==> src/rtl/register_file32.sv <==
// register_file32: 32-entry register file with one synchronous write port
// (one-hot select from decoder5_32), two combinational read ports, and a
// sticky flag for writes attempted with a malformed select vector.
module register_file32 #(
   parameter int unsigned WIDTH    = 32,
   parameter int unsigned ZERO_REG = 1
) (
   input  logic             clk,
   input  logic             rst,
   input  logic             we,
   input  logic [31:0]      wsel,
   input  logic [WIDTH-1:0] wdata,
   input  logic [4:0]       ra,
   input  logic [4:0]       rb,
   output logic [WIDTH-1:0] qa,
   output logic [WIDTH-1:0] qb,
   output logic             err
);

   localparam int unsigned NREG = 32;
   localparam int unsigned AW   = 5;

   logic [WIDTH-1:0] regs [NREG];
   logic             wsel_onehot;
   logic             wr_ok;
   logic             wr_bad;

   // Classify the select vector: exactly one bit set is the only legal write.
   always_comb begin
      wsel_onehot = 1'b0;
      if (wsel != 32'd0) begin
         wsel_onehot = ((wsel & (wsel - 32'd1)) == 32'd0);
      end
      wr_ok  = we & wsel_onehot;
      wr_bad = we & ~wsel_onehot;
   end

   // Register storage; reset wins over any write on the same edge.
   always_ff @(posedge clk) begin
      if (rst) begin
         for (int k = 0; k < NREG; k++) begin
            regs[k] <= '0;
         end
      end else if (wr_ok) begin
         for (int k = 0; k < NREG; k++) begin
            if (wsel[k] && !(k == 0 && ZERO_REG != 0)) begin
               regs[k] <= wdata;
            end
         end
      end
   end

   // Sticky select-error flag: only a reset clears it.
   always_ff @(posedge clk) begin
      if (rst) begin
         err <= 1'b0;
      end else if (wr_bad) begin
         err <= 1'b1;
      end
   end

   // Combinational read ports; address 0 is hardwired to zero when enabled.
   always_comb begin
      qa = regs[ra];
      qb = regs[rb];
      if (ZERO_REG != 0 && ra == AW'(0)) begin
         qa = '0;
      end
      if (ZERO_REG != 0 && rb == AW'(0)) begin
         qb = '0;
      end
   end

endmodule

==> config.mk <==
export PLATFORM = sky130hd
export DESIGN_NAME = register_file32
export DESIGN_NICKNAME = d
export VERILOG_FILES = /design/src/rtl/register_file32.sv
export SDC_FILE = /design/constraint.sdc
export NUM_CORES = 2
export LEC_CHECK = 0
export CAP_MARGIN = 20
export CORE_AREA = 3 3 319 321
export CTS_CLUSTER_DIAMETER = 80
export DETAILED_ROUTE_END_ITERATION = 10
export DIE_AREA = 0 0 322 324
export PLACE_DENSITY = 0.78
export SLEW_MARGIN = 40
export SYNTH_ARGS = -nofsm -noshare
export SYNTH_HDL_FRONTEND = slang
export SYNTH_SLANG_ARGS = --single-unit
==> constraint.sdc <==
create_clock -name clk -period 5.55 [get_ports clk]
set_clock_uncertainty 0.2 [all_clocks]
set_input_delay 0.8325 -clock clk [delete_from_list [all_inputs] [get_ports clk]]
set_output_delay 0.8325 -clock clk [all_outputs]
set_load 0.02 [all_outputs]
# Word level (Yosys, flattened, before mapping)
# Memory sizes are Yosys's and may differ from the RTL's.
# Cells that the tools add are included.
# Widths: inputs -> output; s select.
[word_totals]
reg_bits = 1
latchBits = 0
mem_bits_rw = 1024
rom_bits = 0
out_inout_bits = 65
memories = 1
[mem_list]
columns = ["memory", "depth", "word_bits", "rd", "rd_ports_with_merged_regs", "wr", "line", "source"]
rows = [
  ["regs", 32, 32, 2, 0, 32, "23", "logic [WIDTH-1:0] regs [NREG];"],
]
[classes]
n_addsub = 1
n_mul = 0
div_mod_pow = 0
n_lt_le_gt_ge = 0
eq_ne = 0
n_shift = 0
n_mux = 160
bitwise = 35
reduce_logical = 4
[ops]
columns = ["op", "count"]
rows = [
  ["$mux 32", 33],
  ["$mux 1", 127],
  ["$and 32x32->32", 1],
  ["$logic_not 32->1", 1],
  ["$reduce_bool 32->1", 1],
  ["$sub 32x1->32 const B", 1],
  ["$or 1x1->1", 31],
  ["$logic_not 5->1", 2],
  ["$and 1x1->1", 2],
  ["$not 1->1", 1],
]

# Depth between registers and ports, before layout
[depth]
word_depth = 9
ltp_mapped = 11
depth_no_buf = 7

# Worst setup path after synthesis
# No wires, ideal clock.
[synth_timing]
path_type = "input-to-output"
startpoint = "input ra[0]"
endpoint = "output qa[26]"
arrival_time_ns = 3.257
t_required_ns = 4.518
setup_slack_ns = 1.260
cell_stages = 6
path_buffers = 3
path_cell_list = "clkbuf_1 -> clkbuf_1 -> clkbuf_1 -> mux4_2 -> mux4_2 -> mux2_2"
[synth_between]
elab_chain_cells = 2
word_cells_on_any_way = 3
classes_between = "mux (1); reduce/logical (1); memory (1)"
[synth_lines]
columns = ["item", "line", "source"]
rows = [
  ["start, declared", "13", "input logic [4:0] ra,"],
  ["$mem_v2 32x32 / $logic_not 5->1 (equally long branches)", "--", ""],
  ["$mux 32 *", "66", "if (ZERO_REG != 0 && ra == AW'(0)) begin"],
  ["end, declared", "15", "output logic [WIDTH-1:0] qa,"],
]
# Every way passes the cells marked *; elsewhere a longest branch is shown, timed or not.

# Final worst setup path
[layout_timing]
startpoint = "input ra[0]"
endpoint = "output qa[5]"
# The elaborated chain is that of the path after synthesis.

==> summary.txt <==
status = completed
Post-DRT Antenna Nets = 0
area grow syn2layout = 13.1%
Final Hold Vio Count = 0
final period utilization = 86.8%
commonest non-fill, non-tap cell in the layout = edfxtp_1
WL/cell = 34.7 um
Final Wtd Congestion = 0.895
initial DRC count = 5099
Clk Latency, worst-skew pair = 650 ps
# hold bufs at CTS = 0
Placed Cells = 4079
Area contributors post-synth = edfxtp_1, mux4_2, nor2_1
Pwr Density = 324 mW/mm^2
CTS tree = yes
grt total ovfl = 0
Seq/Total Area, Yosys = 60.1%
DRC = 0
Async SR Flop Fraction = 0%
Max Clock Freq = 208 MHz
fin nets = 2954
cell row count = 116
Comb power frac = 14.5%
Synth top area share = 60.0%
final setup fails = 0
Port Buf Inserts = 141
via density per instance = 7.06
Slew @ Worst Pin = 865 ps
internal power = 13700 uW
CP max FO = 50
Fill cells = 7258
most used flip-flop cell after synthesis = edfxtp_1
Worst slew margin = 42.3%
CP Launch Type = input port
dpl hpwl = 96.6 mm
share of post-route cells with drive strength above 1 = 38.1%
grt met2 use = 42.4%
Reg power frac = 49.5%
vias in the first global route = 30200
MaxCap Viol Count = 0
non-filler instance count after layout = 4261
I/O Pins = 142
critical setup path kind = input port to output pin
minimum clock period = 4820 ps
die span in y = 324 um
Initial DRT Pass Iterations = 8
CP arrival = 3780 ps
unrepaired setup endpoints after global routing = false
Fin Setup TNS = 0 ps
post-synthesis cell type count = 46
Worst Path Required = 4520 ps
GR peak layer = met2
met3 GRT Util = 9.20%
met1 usage in global routing = 40.0%
Switching Power = 4500 uW
Net Sw Frac = 24.7%
CP Capture Type = output pin
pin count of the biggest net entering global routing = 67
average cell area after synthesis = 17.8 um^2
Post-synth EDFFs = 992
die footprint = 0.104 mm^2
synth warn = 0
Gate Count Post-Synth = 2781
synthesized flop and latch total = 993
fin. max-slew vios = 0
clock sink count = 993
initial antenna violation count = 11
H-tree depth = 3
post-CTS setup buffer count = 0
Clk pin slew, worst setup/hold paths = 60 ps
first-pass GRT wire length = 213 mm
DR vias = 30100
commonest cells after routing, fill and taps aside = edfxtp_1, mux4_2, nor2_1
Core Footprint = 0.0996 mm^2
gr usage total = 28.5%
Die Wd = 322 um
Root Buffer = clkbuf_16
Num CTS Buffers = 94
Mapped Nets = 2858
Total Routed Length = 148 mm
HP Class = flip-flop to flip-flop
clock network fraction of design power = 36.0%
Leak = 0.0182 uW
post-synth top area cell = edfxtp_1
# resized after CTS = 0
CTS Buffer Depth = 3
Peak supply drop = 0.000291 V
initial core utilization = 49.8%
Mapped Area = 0.0496 mm^2
-- cell usage after synthesis (all sizes together), types with 2 or more instances --
library cell / count
or2: 4
inv: 33
nand4: 19
nand2: 4
nor2: 554
mux4: 576
o22ai: 2
o21ai: 8
a22o: 63
mux2: 128
a21oi: 2
nand2b: 50
or4: 6
buf: 96
maj3: 2
o2111ai: 2
nor3: 2
and4: 2
or3: 3
edfxtp: 992
nor2b: 2
a31o: 14
nand4b: 2
a2111oi: 3
clkbuf: 194
nor4: 7
-- logic make-up (layout without fill, tap and decap cells) --
| logic type | count (synthesis) | in the layout | share of synthesized area, % |
|---|---|---|---|
| fa+ha+maj | 2 | 2 | 0.0404 |
| mux | 704 | 704 | 29.1 |
| compound gates | 102 | 102 | 1.74 |
| simple gates | 657 | 657 | 6.09 |
| buf+inv | 323 | 499 | 2.99 |
| flops | 993 | 993 | 60.1 |
| other cells | 0 | 6 | 0 |
-- worst max-delay path, cell delays in order --
cell and delay, ps:
buf_8 510, buf_12 330, mux4_2 540, mux4_2 580, mux2_2 340, clkdlybuf4s50_1 550
-- layout make-up --
type / count / area (um^2) / share of cell area [%]
antenna: 6 / 15.0 / 0.0268
clock buffer: 111 / 2460 / 4.38
clock inverter: 65 / 621 / 1.11
inverter: 33 / 124 / 0.221
multi-input combinational: 1465 / 18400 / 32.8
sequential: 993 / 29800 / 53.1
tap: 1298 / 1620 / 2.90
timing repair buffer: 290 / 3020 / 5.39
-- flip-flops by register name, summed over array words and instances (netlist names) --
register,flops
regs,992
err,1
-- power groups by stage --
stage,registers (uW),logic (uW),clock network (uW)
floorplan,9040,1570,0
global placement,9070,2550,0
detailed placement,9150,2590,0
CTS,9000,2610,6580
global route,9050,2730,6860
finish,9010,2640,6540
-- routing by layer --
metal / wire length [um] / part of all wire (%)
met1: 52900 / 36
met2: 67300 / 46
met3: 22200 / 15
met4: 5260 / 3.6
met5: 51 / 0.035
-- final timing paths --
path	start	endpoint	slack, ps	depth (start not counted)
setup / recovery	ra[0]	qa[5]	730	6
hold / removal	err	err	300	2
setup reg to reg	err	err	4730	2
hold reg to reg	err	err	300	2
-- stage by stage --
step | setup WS (ps) | power [uW] | area [um^2] | hold slack, ps | util (%)
6_report | 734 | 18200 | 56100 | 301 | 56.3
3_5_place_dp | 463 | 11700 | 53000 | 275 | 53.2
3_3_place_gp | 219 | 11600 | 52900 | 273 | 53.2
4_1_cts | 701 | 18200 | 56100 | 295 | 56.3
2_1_floorplan | 1260 | 10600 | 49600 | 345 | -
5_1_grt | 621 | 18600 | 56100 | 337 | 56.3
No activity file was read; power rests on OpenSTA's default activity.
